[src/rtl/btn_pkg.sv]
// Shared definitions for the push-button debouncer.
//   btn_state_e : per-channel debounce state encoding
//   DEF_*       : default timing values (clk_i cycles)
//   clog2()     : ceiling log2 for sizing counters from parameters
package btn_pkg;

   typedef enum logic [1:0] {
      S_LOW  = 2'd0,
      S_RISE = 2'd1,
      S_HIGH = 2'd2,
      S_FALL = 2'd3
   } btn_state_e;

   localparam int DEF_DEBOUNCE_CYCLES = 10000;
   localparam int DEF_REPEAT_DELAY    = 500000;
   localparam int DEF_REPEAT_PERIOD   = 100000;

   function automatic int clog2(input int value);
      int res;
      res = 0;
      while ((1 << res) < value) res = res + 1;
      return res;
   endfunction

endpackage

[src/rtl/btn_debounce_chan.sv]
// One debounced button channel: 2-flop synchroniser, stability FSM,
// registered level plus single-cycle press/release pulses.
// Optional auto-repeat of the press pulse while held, enabled by defining
// BUTTON_DEBOUNCER_AUTOREPEAT_EN.
// Ports:
//   clk_i     in  system clock
//   rst_ni    in  asynchronous active-low reset
//   btn_i     in  raw asynchronous button, active-high
//   level_o   out debounced level
//   press_o   out 1-cycle pulse on debounced rise (and auto-repeat)
//   release_o out 1-cycle pulse on debounced fall
//
// state  | meaning
// S_LOW  | debounced low, synchronised input low
// S_RISE | debounced low, input high, counting stable cycles
// S_HIGH | debounced high, synchronised input high
// S_FALL | debounced high, input low, counting stable cycles
module btn_debounce_chan
   import btn_pkg::*;
#(
   parameter int DEBOUNCE_CYCLES = DEF_DEBOUNCE_CYCLES,
   parameter int REPEAT_DELAY    = DEF_REPEAT_DELAY,
   parameter int REPEAT_PERIOD   = DEF_REPEAT_PERIOD
) (
   input  logic clk_i,
   input  logic rst_ni,
   input  logic btn_i,
   output logic level_o,
   output logic press_o,
   output logic release_o
);

   // Stability timer is a down-counter: loaded with the number of further
   // stable cycles still needed, terminal count at 1.
   localparam int               CNT_W    = clog2(DEBOUNCE_CYCLES + 1);
   localparam logic [CNT_W-1:0] CNT_LOAD = CNT_W'(DEBOUNCE_CYCLES - 1);
   localparam logic [CNT_W-1:0] CNT_TC   = CNT_W'(1);

   if (DEBOUNCE_CYCLES < 2) begin : g_bad_debounce
      $error("btn_debounce_chan: DEBOUNCE_CYCLES must be at least 2");
   end

   logic [1:0]       sync_q, sync_d;
   logic             btn_s;
   btn_state_e       state_q, state_d;
   logic [CNT_W-1:0] cnt_q, cnt_d;
   logic             level_q, level_d;
   logic             press_q, press_d;
   logic             release_q, release_d;
   logic             fsm_press;

   always_comb sync_d = {sync_q[0], btn_i};
   assign btn_s = sync_q[1];

   always_comb begin
      state_d   = state_q;
      cnt_d     = cnt_q;
      level_d   = level_q;
      fsm_press = 1'b0;
      release_d = 1'b0;
      case (state_q)
         S_LOW: begin
            if (btn_s) begin
               state_d = S_RISE;
               cnt_d   = CNT_LOAD;
            end
         end
         S_RISE: begin
            if (!btn_s) begin
               state_d = S_LOW;
               cnt_d   = '0;
            end else if (cnt_q == CNT_TC) begin
               state_d   = S_HIGH;
               cnt_d     = '0;
               level_d   = 1'b1;
               fsm_press = 1'b1;
            end else begin
               cnt_d = cnt_q - CNT_TC;
            end
         end
         S_HIGH: begin
            if (!btn_s) begin
               state_d = S_FALL;
               cnt_d   = CNT_LOAD;
            end
         end
         S_FALL: begin
            if (btn_s) begin
               state_d = S_HIGH;
               cnt_d   = '0;
            end else if (cnt_q == CNT_TC) begin
               state_d   = S_LOW;
               cnt_d     = '0;
               level_d   = 1'b0;
               release_d = 1'b1;
            end else begin
               cnt_d = cnt_q - CNT_TC;
            end
         end
         default: begin
            state_d = S_LOW;
            cnt_d   = '0;
         end
      endcase
   end

`ifdef BUTTON_DEBOUNCER_AUTOREPEAT_EN
   localparam int RPT_MAX = (REPEAT_DELAY > REPEAT_PERIOD) ? REPEAT_DELAY : REPEAT_PERIOD;
   localparam int RPT_W   = clog2(RPT_MAX + 1);
   localparam logic [RPT_W-1:0] RPT_DELAY_LOAD  = RPT_W'(REPEAT_DELAY - 1);
   localparam logic [RPT_W-1:0] RPT_PERIOD_LOAD = RPT_W'(REPEAT_PERIOD - 1);

   if (REPEAT_DELAY < 1 || REPEAT_PERIOD < 2) begin : g_bad_repeat
      $error("btn_debounce_chan: REPEAT_DELAY must be >= 1 and REPEAT_PERIOD >= 2");
   end

   logic [RPT_W-1:0] rpt_q, rpt_d;
   logic             rpt_pulse;

   // Hold timer only advances on cycles that keep the channel in S_HIGH;
   // any (re)entry into S_HIGH restarts the initial delay.
   always_comb begin
      rpt_d     = '0;
      rpt_pulse = 1'b0;
      if (state_q == S_HIGH && btn_s) begin
         if (rpt_q == '0) begin
            rpt_pulse = 1'b1;
            rpt_d     = RPT_PERIOD_LOAD;
         end else begin
            rpt_d = rpt_q - RPT_W'(1);
         end
      end else if (state_d == S_HIGH) begin
         rpt_d = RPT_DELAY_LOAD;
      end
   end

   always_ff @(posedge clk_i or negedge rst_ni) begin
      if (!rst_ni) rpt_q <= '0;
      else         rpt_q <= rpt_d;
   end

   assign press_d = fsm_press | rpt_pulse;
`else
   // Repeat timing is unused in this build; still reject nonsense values.
   if (REPEAT_DELAY < 0 || REPEAT_PERIOD < 0) begin : g_bad_repeat
      $error("btn_debounce_chan: REPEAT_DELAY/REPEAT_PERIOD must not be negative");
   end

   assign press_d = fsm_press;
`endif

   always_ff @(posedge clk_i or negedge rst_ni) begin
      if (!rst_ni) begin
         sync_q    <= '0;
         state_q   <= S_LOW;
         cnt_q     <= '0;
         level_q   <= 1'b0;
         press_q   <= 1'b0;
         release_q <= 1'b0;
      end else begin
         sync_q    <= sync_d;
         state_q   <= state_d;
         cnt_q     <= cnt_d;
         level_q   <= level_d;
         press_q   <= press_d;
         release_q <= release_d;
      end
   end

   assign level_o   = level_q;
   assign press_o   = press_q;
   assign release_o = release_q;

endmodule

[src/rtl/button_debouncer.sv]
// Multi-channel push-button debouncer: NUM_BTN independent channels, each
// producing a clean level and press/release pulses for the up/down counter.
// Optional auto-repeat of press pulses while held: define
// BUTTON_DEBOUNCER_AUTOREPEAT_EN.
// Ports:
//   clk_i         in  system clock
//   rst_ni        in  asynchronous active-low reset
//   btn_i         in  [NUM_BTN] raw asynchronous buttons, active-high
//   btn_level_o   out [NUM_BTN] debounced levels
//   btn_press_o   out [NUM_BTN] 1-cycle press pulses (and auto-repeat)
//   btn_release_o out [NUM_BTN] 1-cycle release pulses
module button_debouncer
   import btn_pkg::*;
#(
   parameter int NUM_BTN         = 2,
   parameter int DEBOUNCE_CYCLES = DEF_DEBOUNCE_CYCLES,
   parameter int REPEAT_DELAY    = DEF_REPEAT_DELAY,
   parameter int REPEAT_PERIOD   = DEF_REPEAT_PERIOD
) (
   input  logic               clk_i,
   input  logic               rst_ni,
   input  logic [NUM_BTN-1:0] btn_i,
   output logic [NUM_BTN-1:0] btn_level_o,
   output logic [NUM_BTN-1:0] btn_press_o,
   output logic [NUM_BTN-1:0] btn_release_o
);

   for (genvar i = 0; i < NUM_BTN; i++) begin : g_chan
      btn_debounce_chan #(
         .DEBOUNCE_CYCLES (DEBOUNCE_CYCLES),
         .REPEAT_DELAY    (REPEAT_DELAY),
         .REPEAT_PERIOD   (REPEAT_PERIOD)
      ) u_chan (
         .clk_i     (clk_i),
         .rst_ni    (rst_ni),
         .btn_i     (btn_i[i]),
         .level_o   (btn_level_o[i]),
         .press_o   (btn_press_o[i]),
         .release_o (btn_release_o[i])
      );
   end

endmodule

[config.mk]
export PLATFORM = sky130hd
export DESIGN_NAME = button_debouncer
export DESIGN_NICKNAME = d
export VERILOG_FILES = /design/src/rtl/btn_pkg.sv /design/src/rtl/btn_debounce_chan.sv /design/src/rtl/button_debouncer.sv
export SDC_FILE = /design/constraint.sdc
export NUM_CORES = 1
export LEC_CHECK = 0
export ABC_AREA = 1
export CAP_MARGIN = 20
export CORE_MARGIN = 2
export CORE_UTILIZATION = 60
export DETAILED_ROUTE_END_ITERATION = 10
export MAX_ROUTING_LAYER = met4
export PLACE_DENSITY_LB_ADDON = 0.08
export SLEW_MARGIN = 20
export SYNTH_ARGS = -nofsm -noshare
export SYNTH_HDL_FRONTEND = slang
export SYNTH_SLANG_ARGS = --single-unit
[constraint.sdc]
create_clock -name clk_i -period 2.26 [get_ports clk_i]
set_input_delay 0.339 -clock clk_i [delete_from_list [all_inputs] [get_ports clk_i]]
set_output_delay 0.339 -clock clk_i [all_outputs]
set_load 0.02 [all_outputs]
==> impl_metrics.json, run 1 <==
{
  "portBuffers": 9,
  "post-cts-setup-buffer-count": 0,
  "worstPathCellList": "clkdlybuf4s50_1",
  "drc": 0,
  "finish.utilization_pct": 67.25,
  "rsz0062_at_grt": "false",
  "worstPathArrival_ns": 1.25,
  "synthFlopType": "dfrtp_1",
  "syn_area_per_cell_um2": 7.763,
  "cts_buffer_depth": 2,
  "ys_types": 27,
  "crit_slowest_cell": "clkdlybuf4s50_1",
  "async_flop_share_pct": 100.0,
  "dp.final_hpwl_um": 3346,
  "htreeDepth": 2,
  "tightestPinTransition_ns": 0.5148,
  "wirelength_um": 4451,
  "grt_util_all_layers_pct": 24.36,
  "final_cell_mix": "inv_1 (52), nand2_1 (52), dfrtp_1 (42)",
  "irDropWorstVdd_mv": 0.7241,
  "holdCritPathClass": "reg2reg",
  "crit_buf_inv": 1,
  "synthCells": 313,
  "worstPathMaxFanout": 2,
  "area_growth_pct": 9.114,
  "cts_tree": "yes",
  "endpoint_kind": "output port",
  "final-hold-violation-count": 0,
  "critPathRequiredTime_ns": 1.92,
  "crit_path_start_kind": "register",
  "coreArea_um2": 3943,
  "min_period_over_period_pct": 70.21,
  "outcome": "completed",
  "grt-ovfl-total": 0,
  "grt_max_degree": 28,
  "crit_path_max_incr_delay_ns": 0.60,
  "synth_nets": 321,
  "yosysWarnings": 0,
  "final_cell_count_no_fill": 374,
  "nets": 331,
  "routedWlPerCell_um": 11.90,
  "ys_seq_area_share_pct": 43.25,
  "die_h_um": 67.64,
  "maxSlewHeadroom_pct": 65.68,
  "p_per_area_nw_per_um2": 1140,
  "start_util_pct": 61.63,
  "max_cap_viol_count": 0,
  "first_iter_violations": 120,
  "wl_met3_um": 149,
  "insertion_delay_ns": 0.30,
  "synth_seq_cells": 42,
  "drv_slew": 0,
  "drt_first_pass_iters": 4,
  "wl_met1_um": 1954,
  "n_antenna_cell": 0,
  "vias": 1950,
  "die_x_um": 67.64,
  "setup_viol": 0,
  "syn_area_um2": 2430,
  "fin_skew_ns": 0.006288,
  "wl_met2_um": 2207,
  "synth_edf_count": 0,
  "placedCellCount": 365,
  "place_congestion": 0.9158,
  "p_total_w": 0.003024,
  "die-area_um2": 4574,
  "hold_ws_ns": 0.3652,
  "cpLargestDelayFamily": "buffers and inverters",
  "path_class": "reg2out",
  "leakage_nw": 1.338,
  "via_per_inst": 5.214,
  "period_minus_slack_ns": 1.587,
  "top_layer_used": "met4",
  "rows": 23,
  "max_clock_freq_mhz": 630.2,
  "grt_pass1_vias": 1889,
  "cts_buffers": 5,
  "clock_sinks": 42,
  "ctsRootBufferMaster": "clkbuf_8",
  "drive_gt1_share_pct": 14.51,
  "nFillCells": 348,
  "timing.setup.tns_ns": 0,
  "io_pins": 10,
  "cts.clk_slew.worst_paths_ns": 0.08,
  "grt_antenna_before_repair": 0,
  "antenna_left": 0,
  "grt_pass1_wl_um": 8038
}
==> path summary, 6_finish.rpt <==
check / slack, ns / end / cells after the start / start
worst min register to register: 0.37 / g_chan[0].u_chan.sync_q[1] / 0 / g_chan[0].u_chan.sync_q[0]
worst max-delay path: 0.67 / btn_level_o[1] / 1 / g_chan[1].u_chan.level_o
worst min-delay path: 0.37 / g_chan[0].u_chan.sync_q[1] / 0 / g_chan[0].u_chan.sync_q[0]
min in group asynchronous: 0.46 / g_chan[0].u_chan.release_o / 2 / rst_ni
max in group asynchronous: 1.14 / g_chan[0].u_chan.cnt_q[12] / 3 / rst_ni
worst max register to register: 0.77 / g_chan[1].u_chan.cnt_q[9] / 9 / g_chan[1].u_chan.cnt_q[1]
==> stage by stage <==
stage          setup slack [ns]  area [um2]
2_1_floorplan            0.9309        2430
3_3_place_gp             0.7929        2531
3_5_place_dp             0.7722        2531
4_1_cts                  0.6524        2651
5_1_grt                  0.5623        2651
6_report                 0.6732        2651
==> cell families (layout without fill, tap and decap cells) <==
kind of cell	count (synthesis)	in the layout	synth area share, %
DFF	42	42	43.25
AOI/OAI and AO/OA	45	45	10.09
xor gates and xnor gates	7	7	2.523
and+or+nand+nor	150	150	31.00
adders and majority gates	4	4	2.060
buffers and inverters	65	76	11.07
==> power breakdown <==
part | switching, W | leakage [nW] | total, W | internal (W)
Sequential | 0.000215 | 0.535 | 0.00117 | 0.000955
Combinational | 0.000818 | 0.752 | 0.00125 | 0.000437
Clock | 0.000269 | 0.0514 | 0.000599 | 0.000330
==> state kept, by name (all words and copies together), names as in the netlist, named ones only <==
register / cells
g_chan.u_chan.press_o: 2
g_chan.u_chan.state_q: 2
g_chan.u_chan.level_o: 2
g_chan.u_chan.release_o: 2
g_chan.u_chan.sync_q: 4
g_chan.u_chan.cnt_q: 28
==> layer usage <==
| layer | GRT usage (%) | vias to the layer above |
|---|---|---|
| li1 | - | 999 |
| met1 | 27.08 | 902 |
| met5 | - | - |
| met2 | 41.67 | 34 |
| met3 | 5.167 | 15 |
| met4 | 11.22 | 0 |
==> repair_timing <==
action	CTS	global route
hold buffers	1	0
gates resized for setup	0	0
endpoints found under the setup margin	0	0
endpoints found under the hold margin	15	0
==> Yosys cell counts (4+ instances only) <==
cell     count  share of area, %
nor2_2       9               2.3
o22ai_1      6               1.5
ha_1         4               2.1
nor2_4       8               3.7
nor2_1      36               5.6
nand2_1     52               8.0
xor2_1       7               2.5
nand2_2      9               2.3
inv_1       52               8.0
o21ai_0     12               2.5
nand4_1      4               1.0
nand3_1     25               5.1
o21ai_1      6               1.2
inv_2        4              0.62
buf_4        6               1.9
a21oi_1     18               3.7
dfrtp_1     42                43
==> final cells by class <==
class,count,area [um2],share of cell area [%]
multi-input cells,206,1110,41.86
clock inverters,2,37.54,1.416
clock buffers,6,72.57,2.737
flip-flops and latches,42,1051,39.64
repair buffers,11,102.6,3.870
inverters,57,215.2,8.117
well taps,50,62.56,2.360
Power figures use the tool's default switching activity.
==> inputs of run 2 (changes only) <==
CORE_UTILIZATION = 54   (was 60)
clock period = 1.3 ns   (was 2.26 ns; I/O delays follow)
==> impl_metrics.json, run 2 (synthesis gave the netlist of run 1 again) <==
{
  "holdCritPathClass": "in2reg",
  "crit_path_start_kind": "register",
  "setup_viol": 27,
  "maxSlewHeadroom_pct": 78.53,
  "drive_gt1_share_pct": 47.27,
  "max_clock_freq_mhz": 704.9,
  "grt_pass1_vias": 2366,
  "fin_ws_ns": -0.1186,
  "die_x_um": 71.08,
  "final_cell_mix": "buf_4 (51), dfrtp_1 (41), inv_1 (39), nand2_1 (39), nor2_1 (20)",
  "antenna_left": 0,
  "place_congestion": 0.8925,
  "nets": 392,
  "vias": 2324,
  "grt_util_all_layers_pct": 26.50,
  "final-hold-violation-count": 0,
  "area_growth_pct": 45.01,
  "cts.clk_slew.worst_paths_ns": 0.09,
  "regMostFlops": "g_chan.u_chan.cnt_q",
  "htreeDepth": 2,
  "outcome": "complete, but fails checks",
  "die-area_um2": 5052,
  "worstPathCellList": "buf_4 > ha_4 > nand3_4 > nor2_4 > nand2_2 > nand2_4 > o21ai_1 > nand2_1 > inv_1",
  "crit_buf_inv": 2,
  "n_antenna_cell": 0,
  "critPathRequiredTime_ns": 1.50,
  "crit_slowest_cell": "dfrtp_1",
  "drv_slew": 0,
  "endpoint_kind": "register",
  "first_iter_violations": 123,
  "grt_antenna_before_repair": 0,
  "io_pins": 10,
  "cpLargestDelayFamily": "simple AND/OR/NAND/NOR gates",
  "violations": "setup timing",
  "largest_register_ffs": 28,
  "insertion_delay_ns": 0.30,
  "grt_max_degree": 43,
  "layout_commonest_cell": "buf_4",
  "rsz0062_at_grt": "true",
  "cts_tree": "yes",
  "cts_buffer_depth": 2,
  "worstPathArrival_ns": 1.62,
  "grt_pass1_wl_um": 10190,
  "wirelength_um": 6385,
  "p_per_area_nw_per_um2": 2048,
  "leakage_nw": 1.731,
  "clock_sinks": 42,
  "p_total_w": 0.007216,
  "drc": 0,
  "min_period_over_period_pct": 109.1,
  "die_h_um": 71.08,
  "rows": 24,
  "irDropWorstVdd_mv": 1.541,
  "drt_first_pass_iters": 4,
  "crit_path_max_incr_delay_ns": 0.41,
  "grt-ovfl-total": 0,
  "routedWlPerCell_um": 14.61,
  "worstPathMaxFanout": 5,
  "period_minus_slack_ns": 1.419,
  "portBuffers": 9,
  "path_class": "reg2reg",
  "coreArea_um2": 4354,
  "post-place-ws_ns": -0.1546,
  "cts_buffers": 5,
  "fin_skew_ns": 0.009922,
  "final_cell_area_um2": 3523,
  "max_cap_viol_count": 0,
  "start_util_pct": 55.80,
  "dp.final_hpwl_um": 3860,
  "ctsRootBufferMaster": "clkbuf_8",
  "reg_top3": "g_chan.u_chan.cnt_q (28), g_chan.u_chan.sync_q (4)",
  "tightestPinTransition_ns": 0.3220,
  "placed_area_um2": 2892,
  "via_per_inst": 5.318
}
## run 2: area by class of cell
type                    instances  area, um2
multi-input cells             206       1483
flip-flops and latches         42       1052
fillers                       276      830.8
repair buffers                 72      603.1
inverters                      57      226.5
clock buffers                   5      68.82
well taps                      52      65.06
clock inverters                 3      25.02
## run 2: power breakdown
group	switching, W	internal, W	total [W]
Combinational	0.00244	0.00186	0.00430
Sequential	0.000366	0.00166	0.00203
Clock	0.000496	0.000388	0.000885
Total	0.00330	0.00392	0.00722
## run 2: layer usage
layer	global-route usage [%]	share of wire [%]
met4	12.58	3.1
met5	-	0
met2	47.87	57
met1	28.04	38
met3	4.274	2.6
## run 2: what timing repair did
| action | CTS | global route |
|---|---|---|
| setup endpoints to repair | 39 | 36 |
| pin swaps | 39 | 33 |
| buffers inserted | 11 | 5 |
| resized for setup | 74 | 50 |
| hold endpoints to repair | 42 | 0 |
| hold buffers | 1 | 0 |
## run 2: path summary, 6_finish.rpt
check | start | end | slack [ns] | cells after the start
max in group asynchronous | rst_ni | g_chan[1].u_chan.cnt_q[0] | 0.68 | 3
setup / recovery | g_chan[0].u_chan.cnt_q[0] | g_chan[0].u_chan.cnt_q[9] | -0.12 | 9
hold / removal | btn_i[0] | g_chan[0].u_chan.sync_q[0] | 0.34 | 1
hold reg to reg | g_chan[1].u_chan.sync_q[0] | g_chan[1].u_chan.sync_q[1] | 0.36 | 0
setup reg to reg | g_chan[0].u_chan.cnt_q[0] | g_chan[0].u_chan.cnt_q[9] | -0.12 | 9
min in group asynchronous | rst_ni | g_chan[0].u_chan.release_o | 0.39 | 3
## run 2: worst reg2reg max path, cell delays in order (launching register included)
cell,delay (ns)
dfrtp_1,0.41
buf_4,0.14
ha_4,0.12
nand3_4,0.08
nor2_4,0.17
nand2_2,0.09
nand2_4,0.11
o21ai_1,0.08
nand2_1,0.07
inv_1,0.04
## run 2: through the flow
step                      setup TNS (ns)  utilization, %  hold WS [ns]  instances
after floorplan                 -0.03789               -       -0.1006        313
after global placement            -1.493           66.41        0.1846        412
after detailed placement          -2.546           66.41        0.1870        412
after CTS                        -0.8628           76.61        0.3279        432
after global routing              -3.910           80.92        0.3247        437
final                             -1.609           80.92        0.3408        437
==> inputs of run 3 (changes only) <==
clock period = 1.2 ns   (was 1.3 ns; I/O delays follow)
==> impl_metrics.json, run 3 (synthesis gave the netlist of run 1 again) <==
{
  "outcome": "complete, but fails checks",
  "violations": "setup timing",
  "setup_viol": 38,
  "nets": 405,
  "area_growth_pct": 51.65,
  "grt-ovfl-total": 0,
  "die_x_um": 71.08,
  "r2r_cells": 9,
  "drc": 0,
  "multiInputGateArea_um2": 1516,
  "grt_pass1_wl_um": 10100,
  "clock_sinks": 42,
  "leakage_nw": 1.799,
  "dp.final_hpwl_um": 3986,
  "wl_met3_um": 232,
  "p_per_area_nw_per_um2": 2248,
  "place_congestion": 0.8437,
  "timing.setup.tns_ns": -6.047,
  "grt_max_degree": 32,
  "critPathRequiredTime_ns": 1.38,
  "maxSlewHeadroom_pct": 78.12,
  "portBuffers": 9,
  "reg2reg_from": "g_chan[1].u_chan.cnt_q[2]",
  "r2r_slack_ns": -0.26,
  "grt_util_all_layers_pct": 26.20,
  "top_layer_used": "met4",
  "wl_met1_um": 2734,
  "vias": 2415,
  "worstPathCellList": "nor2_2 > inv_2 > buf_4 > nor2_4 > nand2_4 > inv_4 > o21ai_1 > o21ai_1 > inv_1",
  "ctsRootBufferMaster": "clkbuf_8",
  "io_pins": 10,
  "drive_gt1_share_pct": 49.62,
  "antenna_left": 0,
  "crit_path_max_incr_delay_ns": 0.42,
  "post-place-ws_ns": -0.2145,
  "worstPathMaxFanout": 3,
  "crit_top_cell": "o21ai_1",
  "grt_pass1_vias": 2297,
  "rows": 24,
  "worstPathArrival_ns": 1.64,
  "register_area_um2": 1052,
  "final-hold-violation-count": 0,
  "cts_tree": "yes",
  "fin_skew_ns": 0.009896,
  "cpLargestDelayFamily": "flip-flops",
  "regMostFlops": "g_chan.u_chan.cnt_q",
  "die-area_um2": 5052,
  "min_period_over_period_pct": 121.9,
  "coreArea_um2": 4354,
  "max_cap_viol_count": 0,
  "tightestPinTransition_ns": 0.3247,
  "largest_register_ffs": 28,
  "cts_buffer_depth": 2,
  "crit_path_start_kind": "register",
  "rsz0062_at_grt": "true",
  "drv_slew": 0,
  "wirelength_um": 6817,
  "finish.utilization_pct": 84.63,
  "htreeDepth": 2,
  "irDropWorstVdd_mv": 1.653,
  "grt_antenna_before_repair": 0,
  "fin_ws_ns": -0.2628,
  "insertion_delay_ns": 0.29,
  "cts_buffers": 5,
  "drt_first_pass_iters": 4,
  "nFillCells": 260,
  "endpoint_kind": "register",
  "routedWlPerCell_um": 15.18,
  "n_antenna_cell": 0,
  "first_iter_violations": 140,
  "placed_area_um2": 3030,
  "max_clock_freq_mhz": 683.6,
  "period_minus_slack_ns": 1.463,
  "layout_commonest_cell": "buf_4",
  "rr_endpoint": "g_chan[1].u_chan.cnt_q[0]",
  "cts.clk_slew.worst_paths_ns": 0.08,
  "wl_met2_um": 3639,
  "holdCritPathClass": "in2async",
  "crit_buf_inv": 4,
  "final_cell_area_um2": 3685,
  "via_per_inst": 5.379,
  "crit_slowest_cell": "dfrtp_1",
  "start_util_pct": 55.80,
  "final_cell_mix": "buf_4 (62), dfrtp_1 (41), inv_1 (40)",
  "path_class": "reg2reg",
  "reg_top3": "g_chan.u_chan.cnt_q (28), g_chan.u_chan.sync_q (4)",
  "die_h_um": 71.08
}
[run 3: per-layer routing]
metal / vias up / track usage [%]
met5: - / -
li1: 1148 / -
met1: 1176 / 29.36
met2: 69 / 46.83
met4: 0 / 10.69
met3: 22 / 3.561
[run 3: worst max-delay path by stage]
| stage | start | end | slack, ns | cells past startpoint |
|---|---|---|---|---|
| floorplan | g_chan[0].u_chan.cnt_q[1] | g_chan[0].u_chan.cnt_q[13] | -0.06 | 9 |
| CTS | g_chan[0].u_chan.cnt_q[1] | g_chan[0].u_chan.cnt_q[12] | -0.19 | 9 |
| global placement | g_chan[0].u_chan.cnt_q[1] | g_chan[0].u_chan.cnt_q[12] | -0.15 | 9 |
| detailed placement | g_chan[0].u_chan.cnt_q[1] | g_chan[0].u_chan.cnt_q[12] | -0.21 | 9 |
| finish | g_chan[1].u_chan.cnt_q[2] | g_chan[1].u_chan.cnt_q[0] | -0.26 | 9 |
| global route | g_chan[0].u_chan.cnt_q[0] | g_chan[0].u_chan.cnt_q[8] | -0.32 | 6 |
[run 3: cell type report]
cell class | instances | area share (%)
clock buffers | 6 | 2.241
clock inverters | 1 | 0.8149
inverters | 57 | 6.214
multi-input cells | 206 | 41.15
flip-flops and latches | 42 | 28.56
well taps | 52 | 1.766
repair buffers | 85 | 19.25
[run 3: stage by stage]
stage	hold slack, ns	cells	total power (W)
2_1_floorplan	-0.1156	313	0.004199
3_3_place_gp	0.08253	425	0.005545
3_5_place_dp	0.07992	425	0.005639
4_1_cts	0.2939	438	0.007467
5_1_grt	0.3172	449	0.008796
6_report	0.2916	449	0.008284
[run 3: worst reg2reg max path, delay by kind of cell (launching register included)]
kind	cells	cell delay (ns)
buffers and inverters	4	0.34
and+or+nand+nor	3	0.41
AOI/OAI and AO/OA	2	0.19
DFF	1	0.42
[run 3: power by group]
part           switching [W]  internal, W
Clock               0.000480     0.000666
Sequential          0.000362      0.00180
Combinational        0.00278      0.00219
[run 3: repair_timing]
action                                 4_1_cts  5_1_grt
hold buffers                                 1        0
setup endpoints to repair                   44       39
setup buffers                                5       12
gates resized for setup                     58       60
endpoints found under the hold margin       11        0
pin swaps                                   36       38
